**src/rtl/uart_tx_fifo.sv**
```systemverilog
// -----------------------------------------------------------------------------
// uart_tx_fifo
//
// Parametrised UART transmitter with a small front-end FIFO. The host pushes
// words; the transmitter pops them and serialises each as one frame:
// start bit (0), DATA_BITS data bits LSB first, an optional parity bit and
// STOP_BITS stop bits (1). Frames go out back-to-back with no idle gap while
// the FIFO holds words. Each bit lasts CLKS_PER_BIT clock cycles.
//
// Parameters
//   DATA_BITS     data bits per frame, 5..9
//   CLKS_PER_BIT  clock cycles per bit period, >= 1
//   PARITY        0 = none, 1 = odd, 2 = even
//   STOP_BITS     1 or 2
//   FIFO_DEPTH    words buffered, power of two, >= 2
//
// Ports
//   clk         in   system clock, all logic on the rising edge
//   rst         in   synchronous reset, active high; aborts any frame
//   TX_EN       in   write strobe
//   TX_DATA     in   word to send, sampled on the accepting edge
//   TX_READY    out  FIFO not full
//   TX_STATUS   out  1 = transmitter idle (no frame in flight)
//   FIFO_COUNT  out  words waiting in the FIFO (frame in flight excluded)
//   UART_TX     out  serial line, idles high
//   dbg_state   out  current FSM state (0 IDLE, 1 START, 2 DATA, 3 PAR, 4 STOP)
//
// Handshake: a word is accepted on a rising edge where TX_EN && TX_READY.
// TX_READY does not depend on TX_EN, and a full FIFO refuses the write even
// when a pop happens on the same edge (no write-through).
//
// All outputs come straight from flops.
// -----------------------------------------------------------------------------
module uart_tx_fifo #(
  parameter int DATA_BITS    = 8,
  parameter int CLKS_PER_BIT = 1,
  parameter int PARITY       = 0,
  parameter int STOP_BITS    = 1,
  parameter int FIFO_DEPTH   = 4,
  localparam int CNT_W       = $clog2(FIFO_DEPTH + 1)
) (
  input  logic                 clk,
  input  logic                 rst,
  input  logic                 TX_EN,
  input  logic [DATA_BITS-1:0] TX_DATA,
  output logic                 TX_READY,
  output logic                 TX_STATUS,
  output logic [CNT_W-1:0]     FIFO_COUNT,
  output logic                 UART_TX,
  output logic [2:0]           dbg_state
);

  // ---------------------------------------------------------------------------
  // Derived widths and constants
  // ---------------------------------------------------------------------------
  localparam int DIV_W = (CLKS_PER_BIT > 1) ? $clog2(CLKS_PER_BIT) : 1;
  localparam int BIT_W = $clog2(DATA_BITS);
  localparam int PTR_W = $clog2(FIFO_DEPTH);

  localparam logic [DIV_W-1:0] DIV_LAST  = DIV_W'(CLKS_PER_BIT - 1);
  localparam logic [BIT_W-1:0] DATA_LAST = BIT_W'(DATA_BITS - 1);
  localparam logic [BIT_W-1:0] STOP_LAST = BIT_W'(STOP_BITS - 1);
  localparam logic [CNT_W-1:0] DEPTH_C   = CNT_W'(FIFO_DEPTH);

  // ---------------------------------------------------------------------------
  // Elaboration-time parameter checks
  // ---------------------------------------------------------------------------
  if (PARITY < 0 || PARITY > 2) begin : g_bad_parity
    $error("uart_tx_fifo: PARITY must be 0 (none), 1 (odd) or 2 (even)");
  end
  if (STOP_BITS < 1 || STOP_BITS > 2) begin : g_bad_stop
    $error("uart_tx_fifo: STOP_BITS must be 1 or 2");
  end
  if (DATA_BITS < 5 || DATA_BITS > 9) begin : g_bad_data
    $error("uart_tx_fifo: DATA_BITS must be in 5..9");
  end
  if (CLKS_PER_BIT < 1) begin : g_bad_div
    $error("uart_tx_fifo: CLKS_PER_BIT must be >= 1");
  end
  if (FIFO_DEPTH < 2 || (FIFO_DEPTH & (FIFO_DEPTH - 1)) != 0) begin : g_bad_depth
    $error("uart_tx_fifo: FIFO_DEPTH must be a power of two >= 2");
  end

  // ---------------------------------------------------------------------------
  // Declarations
  // ---------------------------------------------------------------------------
  typedef enum logic [2:0] {
    S_IDLE  = 3'd0,
    S_START = 3'd1,
    S_DATA  = 3'd2,
    S_PAR   = 3'd3,
    S_STOP  = 3'd4
  } state_t;

  state_t               state_q, state_n;
  logic [DIV_W-1:0]     div_q, div_n;     // cycle within the current bit
  logic [BIT_W-1:0]     bit_q, bit_n;     // data bit index, or stop bit index
  logic                 div_done;         // last cycle of the current bit

  logic [DATA_BITS-1:0] mem [FIFO_DEPTH];
  logic [PTR_W-1:0]     wr_q, rd_q;
  logic [CNT_W-1:0]     count_q, count_n;
  logic [DATA_BITS-1:0] head;
  logic                 push, pop;
  logic                 fifo_has;

  logic [DATA_BITS-1:0] shift_q, shift_n; // remaining data bits, bit 0 on the line
  logic                 par_q, par_n;     // parity of the frame in flight
  logic                 line_q, line_n;
  logic                 status_q;
  logic                 ready_q;

  // ---------------------------------------------------------------------------
  // FIFO control
  // ---------------------------------------------------------------------------
  // ready_q always equals (count_q < FIFO_DEPTH), so it gates the push directly.
  assign push     = TX_EN && ready_q;
  assign fifo_has = (count_q != '0);
  assign head     = mem[rd_q];

  always_comb begin
    count_n = count_q;
    case ({push, pop})
      2'b10:   count_n = count_q + CNT_W'(1);
      2'b01:   count_n = count_q - CNT_W'(1);
      default: count_n = count_q;
    endcase
  end

  // Storage has no reset: contents are only read behind a valid count.
  always_ff @(posedge clk) begin
    if (push) begin
      mem[wr_q] <= TX_DATA;
    end
  end

  // ---------------------------------------------------------------------------
  // FSM process 1: state and datapath registers
  // ---------------------------------------------------------------------------
  always_ff @(posedge clk) begin
    if (rst) begin
      state_q  <= S_IDLE;
      div_q    <= '0;
      bit_q    <= '0;
      wr_q     <= '0;
      rd_q     <= '0;
      count_q  <= '0;
      shift_q  <= '0;
      par_q    <= 1'b0;
      line_q   <= 1'b1;
      status_q <= 1'b1;
      ready_q  <= 1'b1;
    end else begin
      state_q  <= state_n;
      div_q    <= div_n;
      bit_q    <= bit_n;
      count_q  <= count_n;
      shift_q  <= shift_n;
      par_q    <= par_n;
      line_q   <= line_n;
      // Idle is reported once the FSM is headed for IDLE; a pop always moves
      // it to START, so this also means no frame is in flight.
      status_q <= (state_n == S_IDLE);
      ready_q  <= (count_n < DEPTH_C);
      if (push) begin
        wr_q <= wr_q + PTR_W'(1);
      end
      if (pop) begin
        rd_q <= rd_q + PTR_W'(1);
      end
    end
  end

  // ---------------------------------------------------------------------------
  // FSM process 2: next state, bit timing and pop decision
  // ---------------------------------------------------------------------------
  assign div_done = (div_q == DIV_LAST);

  always_comb begin
    state_n = state_q;
    div_n   = div_q + DIV_W'(1);
    bit_n   = bit_q;
    pop     = 1'b0;
    case (state_q)
      S_IDLE: begin
        div_n = '0;
        bit_n = '0;
        if (fifo_has) begin
          pop     = 1'b1;
          state_n = S_START;
        end
      end
      S_START: begin
        if (div_done) begin
          div_n   = '0;
          bit_n   = '0;
          state_n = S_DATA;
        end
      end
      S_DATA: begin
        if (div_done) begin
          div_n = '0;
          if (bit_q == DATA_LAST) begin
            bit_n   = '0;
            state_n = (PARITY != 0) ? S_PAR : S_STOP;
          end else begin
            bit_n = bit_q + BIT_W'(1);
          end
        end
      end
      S_PAR: begin
        if (div_done) begin
          div_n   = '0;
          bit_n   = '0;
          state_n = S_STOP;
        end
      end
      S_STOP: begin
        if (div_done) begin
          div_n = '0;
          if (bit_q == STOP_LAST) begin
            bit_n = '0;
            // Chain straight into the next frame when a word is waiting.
            if (fifo_has) begin
              pop     = 1'b1;
              state_n = S_START;
            end else begin
              state_n = S_IDLE;
            end
          end else begin
            bit_n = bit_q + BIT_W'(1);
          end
        end
      end
      default: begin
        state_n = S_IDLE;
        div_n   = '0;
        bit_n   = '0;
      end
    endcase
  end

  // ---------------------------------------------------------------------------
  // FSM process 3: next line value and frame datapath
  // ---------------------------------------------------------------------------
  always_comb begin
    line_n  = line_q;
    shift_n = shift_q;
    par_n   = par_q;
    if (pop) begin
      // Start bit goes out on the same edge the word leaves the FIFO.
      shift_n = head;
      par_n   = (PARITY == 1) ? ~^head : ^head;
      line_n  = 1'b0;
    end else begin
      case (state_q)
        S_IDLE: begin
          line_n = 1'b1;
        end
        S_START: begin
          if (div_done) begin
            line_n = shift_q[0];
          end
        end
        S_DATA: begin
          if (div_done) begin
            if (bit_q == DATA_LAST) begin
              line_n = (PARITY != 0) ? par_q : 1'b1;
            end else begin
              shift_n = {1'b0, shift_q[DATA_BITS-1:1]};
              line_n  = shift_q[1];
            end
          end
        end
        S_PAR: begin
          if (div_done) begin
            line_n = 1'b1;
          end
        end
        S_STOP: begin
          line_n = 1'b1;
        end
        default: begin
          line_n = 1'b1;
        end
      endcase
    end
  end

  // ---------------------------------------------------------------------------
  // Outputs
  // ---------------------------------------------------------------------------
  assign UART_TX    = line_q;
  assign TX_STATUS  = status_q;
  assign TX_READY   = ready_q;
  assign FIFO_COUNT = count_q;
  assign dbg_state  = state_q;

endmodule
```
**config.mk**
```make
export PLATFORM = sky130hd
export DESIGN_NAME = uart_tx_fifo
export DESIGN_NICKNAME = d
export VERILOG_FILES = /design/src/rtl/uart_tx_fifo.sv
export SDC_FILE = /design/constraint.sdc
export NUM_CORES = 1
export LEC_CHECK = 0
export ABC_CLOCK_PERIOD_IN_PS = 6200
export BUFFER_PORTS_ARGS = -buffer_cell sky130_fd_sc_hd__buf_4
export CAP_MARGIN = 30
export CORE_MARGIN = 2
export CORE_UTILIZATION = 45
export DETAILED_ROUTE_END_ITERATION = 8
export PLACE_DENSITY = 0.66
export SLEW_MARGIN = 20
export SYNTH_ARGS = -nofsm -noshare
export SYNTH_HDL_FRONTEND = slang
export SYNTH_SLANG_ARGS = --single-unit
```
**constraint.sdc**
```tcl
create_clock -name clk -period 6.2 [get_ports clk]
set_input_delay 0.62 -clock clk [delete_from_list [all_inputs] [get_ports clk]]
set_output_delay 0.62 -clock clk [all_outputs]
set_load 0.01 [all_outputs]
```
==> flow_summary.ini, run 1 <==
[worst_hold_path]
whs_path_depth = 1
hold_class = in2reg

[floorplanning]
core_sq_mm = 0.00520
ios = 20
die-height_um = 78.1
die-area_sq_mm = 0.00610
start_util = 0.475
rows = 26
fp.dieW_um = 78.1

[clock_network]
clk_latency_ns = 0.32
clk_pin_slew_ns = 0.07
post_cts_buffers = 0
cts_tree = yes
cts_made_buffers = 9
cts.sinks = 59
htree_levels = 3
clockBufferDepth = 2
cts_hold_buffers = 0
cts_root_buffer = clkbuf_8
cts_resized = 0

[drt]
post_drt_via_cell_ratio = 5.31
drt_iter0_drc = 62
drtAntennaViolNets = 0
drt-total-wl_mm = 4.34
vias = 1486
first_pass_iters = 4
drc = 0
wl_per_cell_um = 15.5

[global_routing]
overflow = 0
grt_pass1_vias = 1549
track_usage = 0.157
grt_pass1_wl_mm = 7.11
antenna_found_initial = 0
grt_max_degree = 25

[synthesis]
synth_top_area_frac = 0.389
syn-num-nets = 204
synthFlopType = edfxtp_1
synth_area_sq_mm = 0.00247
synth.avg_cell_area_sq_um = 13.4
ys_warn_count = 0
ys_seq_area_frac = 0.608
synth_area_leaders = edfxtp_1, dfxtp_1, mux4_2
synth.cells.most_frequent = edfxtp_1, dfxtp_1, nor2_1
yosys.area.top_type = edfxtp_1
synthCells = 184
synth.distinct_cells = 40
synth_most_common_cell = edfxtp_1
ys_seq_elements = 59
synth_edf_count = 32
async_flop_share = 0

[setup_path]
cp.buffers_inverters = 2
max_stage_delay_ns = 0.66
cp.arrival_ns = 3.15
required_ns = 6.42
worst_r2r_path_depth = 11
crit_path_end_kind = register
critPathMaxFanout = 19
crit_type = reg2reg
start_kind = register
path_cells = inv_1 -> ha_1 -> or3b_4 -> a2111o_1 -> inv_1 -> ha_1 -> fa_1 -> xnor2_1 -> nor2_1 -> xnor2_1 -> or2_2
cp_num_cells = 11
cpLargestDelayFamily = simple AND/OR/NAND/NOR gates
slowest_stage = a2111o_1

[power_and_ir_drop]
finalPower_mw = 1.17
pwr_density_cell_mw_per_mm2 = 411
leakagePower_nw = 1.02
peakVddDrop_mv = 0.201

[run]
max-cap-violations = 0

[timing]
worst_slack_ns = 3.26
rsz0062_at_grt = false
fin_crit_sh = 0.474
max_freq_mhz = 340
holdWs_ns = 0.488
worst_pin_slew_ns = 0.658
fin_crit_ns = 2.94
fin_skew_ns = 0.00777
maxSlewViolCount = 0
setup_viol = 0
hold_viol_final = 0
fin_tns_setup_ns = 0
relSlewSlack = 0.558

[placed_design]
place_congestion = 0.821
place_ws_ns = 3.27
numPortBuffers = 19
dpl.hpwl_mm = 3.04

[cells_and_area]
fin_util = 0.547
syn_to_final_growth_pct = 15.3
antenna_cells = 0
layout-drive-gt1-share = 0.219
fin_nets = 225
fillCellCount = 441

[outcome]
run_status = completed
-- power by group --
group | total [mW] | switching (mW) | internal, mW
combinational | 0.303 | 0.151 | 0.151
sequential | 0.544 | 0.0626 | 0.482
clock | 0.325 | 0.144 | 0.181
total | 1.17 | 0.358 | 0.814
-- state kept, by name (all words and copies together) (netlist names), named ones only --
name / count
dbg_state: 3
div_q: 1
TX_READY: 1
rd_q: 2
shift_q: 8
wr_q: 2
TX_STATUS: 1
bit_q: 3
UART_TX: 1
mem: 32
FIFO_COUNT: 2
-- logic make-up after synthesis --
kind of cell             synth area share
other                             0.00152
AND/OR/NAND/NOR                     0.108
buffers and inverters              0.0299
adder cells (fa/ha/maj)            0.0486
flip-flops                          0.608
AO/OA/AOI/OAI                      0.0775
XOR/XNOR                           0.0213
multiplexers                        0.105
-- per-stage QoR --
step | instance area, sq um | instances
floorplan | 2470 | 184
global placement | 2660 | 264
detailed placement | 2660 | 264
CTS | 2850 | 280
global route | 2850 | 280
finish | 2850 | 280
-- final cells by class --
cell class	instances	area, sq um	area share
Clock inverter	3	21.3	0.00747
Timing Repair Buffer	19	143	0.0501
Inverter	8	30.0	0.0105
Multi-Input combinational cell	108	896	0.314
Tap cell	70	87.6	0.0307
Clock buffer	13	170	0.0597
Sequential cell	59	1500	0.527
-- worst paths after layout --
| kind | startpoint | to | slack, ns |
|---|---|---|---|
| worst max-delay path | bit_q[0] | TX_READY | 3.26 |
| worst min-delay path | TX_DATA[6] | mem[1][6] | 0.49 |
| worst max register to register | bit_q[0] | TX_READY | 3.26 |
| worst min register to register | shift_q[7] | shift_q[7] | 0.49 |
-- layout by cell type (no fill, tap or decap), types with 2 or more instances in the layout --
master    synthesis  final
ha_1              8      8
or3_1             2      2
nor2b_1           2      2
nand3_1           3      3
o21ai_0           3      3
dfxtp_1          27     27
mux4_2            8      8
a31oi_1           2      2
nand2b_1          4      4
nand2_1           5      5
clkbuf_1          6      2
inv_1             8      8
clkbuf_8          0     10
edfxtp_1         32     32
buf_4             0     19
nor3_1            2      2
and3_1            4      4
xnor2_1           5      5
o21bai_1          2      2
nor2_1           17     17
mux2i_1           8      8
a211oi_1          8      8
or2_2             2      2
a21oi_1           7      7
-- metal layers --
layer,routed length (um),track usage,up-vias,share of wire
li1,-,-,719,-
met5,0,0,-,0
met2,2310,0.267,32,0.53
met1,1790,0.173,725,0.41
met3,143,0.0632,10,0.033
met4,94,0.0719,0,0.022
Note: power is estimated with default switching activity, not from simulation.
==> run 2: changes to the inputs <==
- ABC_CLOCK_PERIOD_IN_PS: 6200 -> 2390
- PLACE_DENSITY: 0.66 -> 0.68
- clock period: 6.2 -> 2.39 ns (I/O delays scaled with it)
==> run 2 against run 1 <==
The run now ends with negative setup slack left. Die area is the same. Sequential power grew to 2.5 times the previous value. Global-route usage grew 1.4 points. Routed wire length grew 5.5%. Largest cell class unchanged.
==> flow_summary.ini, run 2 (synthesis results as in run 1) <==
[outcome]
run_status = finished with violations
violations = negative setup slack

[setup_path]
crit_start = bit_q[0]
worst_r2r_path_depth = 11
cp.arrival_ns = 2.68
cp.buffers_inverters = 2
reg2reg_to = TX_READY
crit_type = reg2reg
start_kind = register
r2r_start = bit_q[0]
r2r_setup_slack_ns = -0.06
slowest_stage = a2111o_1
max_stage_delay_ns = 0.48
required_ns = 2.62
cpLargestDelayFamily = simple AND/OR/NAND/NOR gates
critPathMaxFanout = 4
crit_path_end_kind = register
path_cells = inv_4 -> ha_4 -> or3b_4 -> a2111o_1 -> inv_4 -> ha_4 -> fa_2 -> xnor2_2 -> nor2_1 -> xnor2_1 -> or2_4

[global_routing]
overflow = 0
grt_pass1_wl_mm = 7.73
antenna_found_initial = 0
grt_pass1_vias = 1615
track_usage = 0.171
grt_max_degree = 25

[floorplanning]
core_sq_mm = 0.00520
fp.dieW_um = 78.1
start_util = 0.475
ios = 20
die-height_um = 78.1
die-area_sq_mm = 0.00610
rows = 26

[cells_and_area]
regMostFlops = mem
most-common-layout-cells = edfxtp_1, buf_4, dfxtp_1, nor2_1, clkbuf_8
largest_registers = mem x32, shift_q x8
stdcell_area_sq_mm = 0.00297
layout-drive-gt1-share = 0.297
fin_nets = 234
antenna_cells = 0
fin_util = 0.571
syn_to_final_growth_pct = 20.3
final_cells = 289
final_common_cell = edfxtp_1
largest_reg_flops = 32

[power_and_ir_drop]
pwr_density_cell_mw_per_mm2 = 1100
leakagePower_nw = 1.07
peakVddDrop_mv = 0.551

[worst_hold_path]
hp-start = TX_DATA[4]
hold_class = in2reg
whs_path_depth = 1
hold-path-endpoint = mem[2][4]

[timing]
fin_crit_ns = 2.45
max_freq_mhz = 408
worst_pin_slew_ns = 0.643
fin_skew_ns = 0.00920
relSlewSlack = 0.568
setup_viol = 1
maxSlewViolCount = 0
worst_slack_ns = -0.0625
rsz0062_at_grt = true
hold_viol_final = 0
fin_crit_sh = 1.03
holdWs_ns = 0.0867

[clock_network]
cts.sinks = 59
cts_made_buffers = 9
clk_latency_ns = 0.35
clockBufferDepth = 2
htree_levels = 3
cts_root_buffer = clkbuf_8
clk_pin_slew_ns = 0.07
cts_tree = yes

[placed_design]
place_inst = 269
numPortBuffers = 19
placed_area_sq_mm = 0.00273
dpl.hpwl_mm = 3.15
place_congestion = 0.905

[drt]
drc = 0
first_pass_iters = 4
drt-total-wl_mm = 4.58
vias = 1548
post_drt_via_cell_ratio = 5.36
wl_per_cell_um = 15.8
drtAntennaViolNets = 0
drt_iter0_drc = 85

[run]
max-cap-violations = 0
## run 2: changes by cell type in the layout (fill, tap and decap cells not counted), sizes merged
cell / delta
inv: +2
bufinv: +1
clkbuf: -4
clkinv: +1
buf: +9
## run 2: per-stage QoR
stage	TNS (ns)	setup slack, ns	total power [mW]
2_1_floorplan	0	0.00141	2.07
3_3_place_gp	0	0.0438	2.28
3_5_place_dp	-0.0371	-0.0371	2.34
4_1_cts	-0.0604	-0.0604	3.26
5_1_grt	-0.204	-0.143	3.46
6_report	-0.0625	-0.0625	3.26
## run 2: how the worst max path moves through the flow
stage                     slack, ns  depth (start not counted)  endpoint
after global routing          -0.14                         11  TX_READY
final                         -0.06                         11  TX_READY
after floorplan               0.001                         12  TX_READY
after global placement         0.04                         11  TX_READY
after CTS                     -0.06                         11  TX_READY
after detailed placement      -0.04                         11  TX_READY
## run 2: per-layer routing
layer / routed length [um] / up-vias / part of all wire / GRT usage
li1: - / 739 / - / -
met1: 1900 / 762 / 0.41 / 0.192
met2: 2350 / 34 / 0.51 / 0.280
met3: 210 / 13 / 0.046 / 0.0644
met4: 117 / 0 / 0.026 / 0.0982
met5: 0 / - / 0 / 0
## run 2: layout make-up
type	instances	area (sq um)
timing repair buffer	28	210
sequential	59	1510
fill	442	2230
inverter	8	35.0
clock inverter	7	76.3
multi-input combinational	108	933
clock buffer	9	124
tap	70	87.6
## run 2: report_power, final
part	total, mW	leakage, nW	switching [mW]	internal [mW]
Sequential	1.37	0.517	0.125	1.25
Clock	0.913	0.0979	0.425	0.488
Combinational	0.979	0.458	0.478	0.500
## run 2: what timing repair did
action,4_1_cts,5_1_grt
hold buffers,0,0
endpoints found under the setup margin,1,2
buffers inserted,0,4
gates resized for setup,0,3
pin swaps,0,5
hold endpoints to repair,0,0
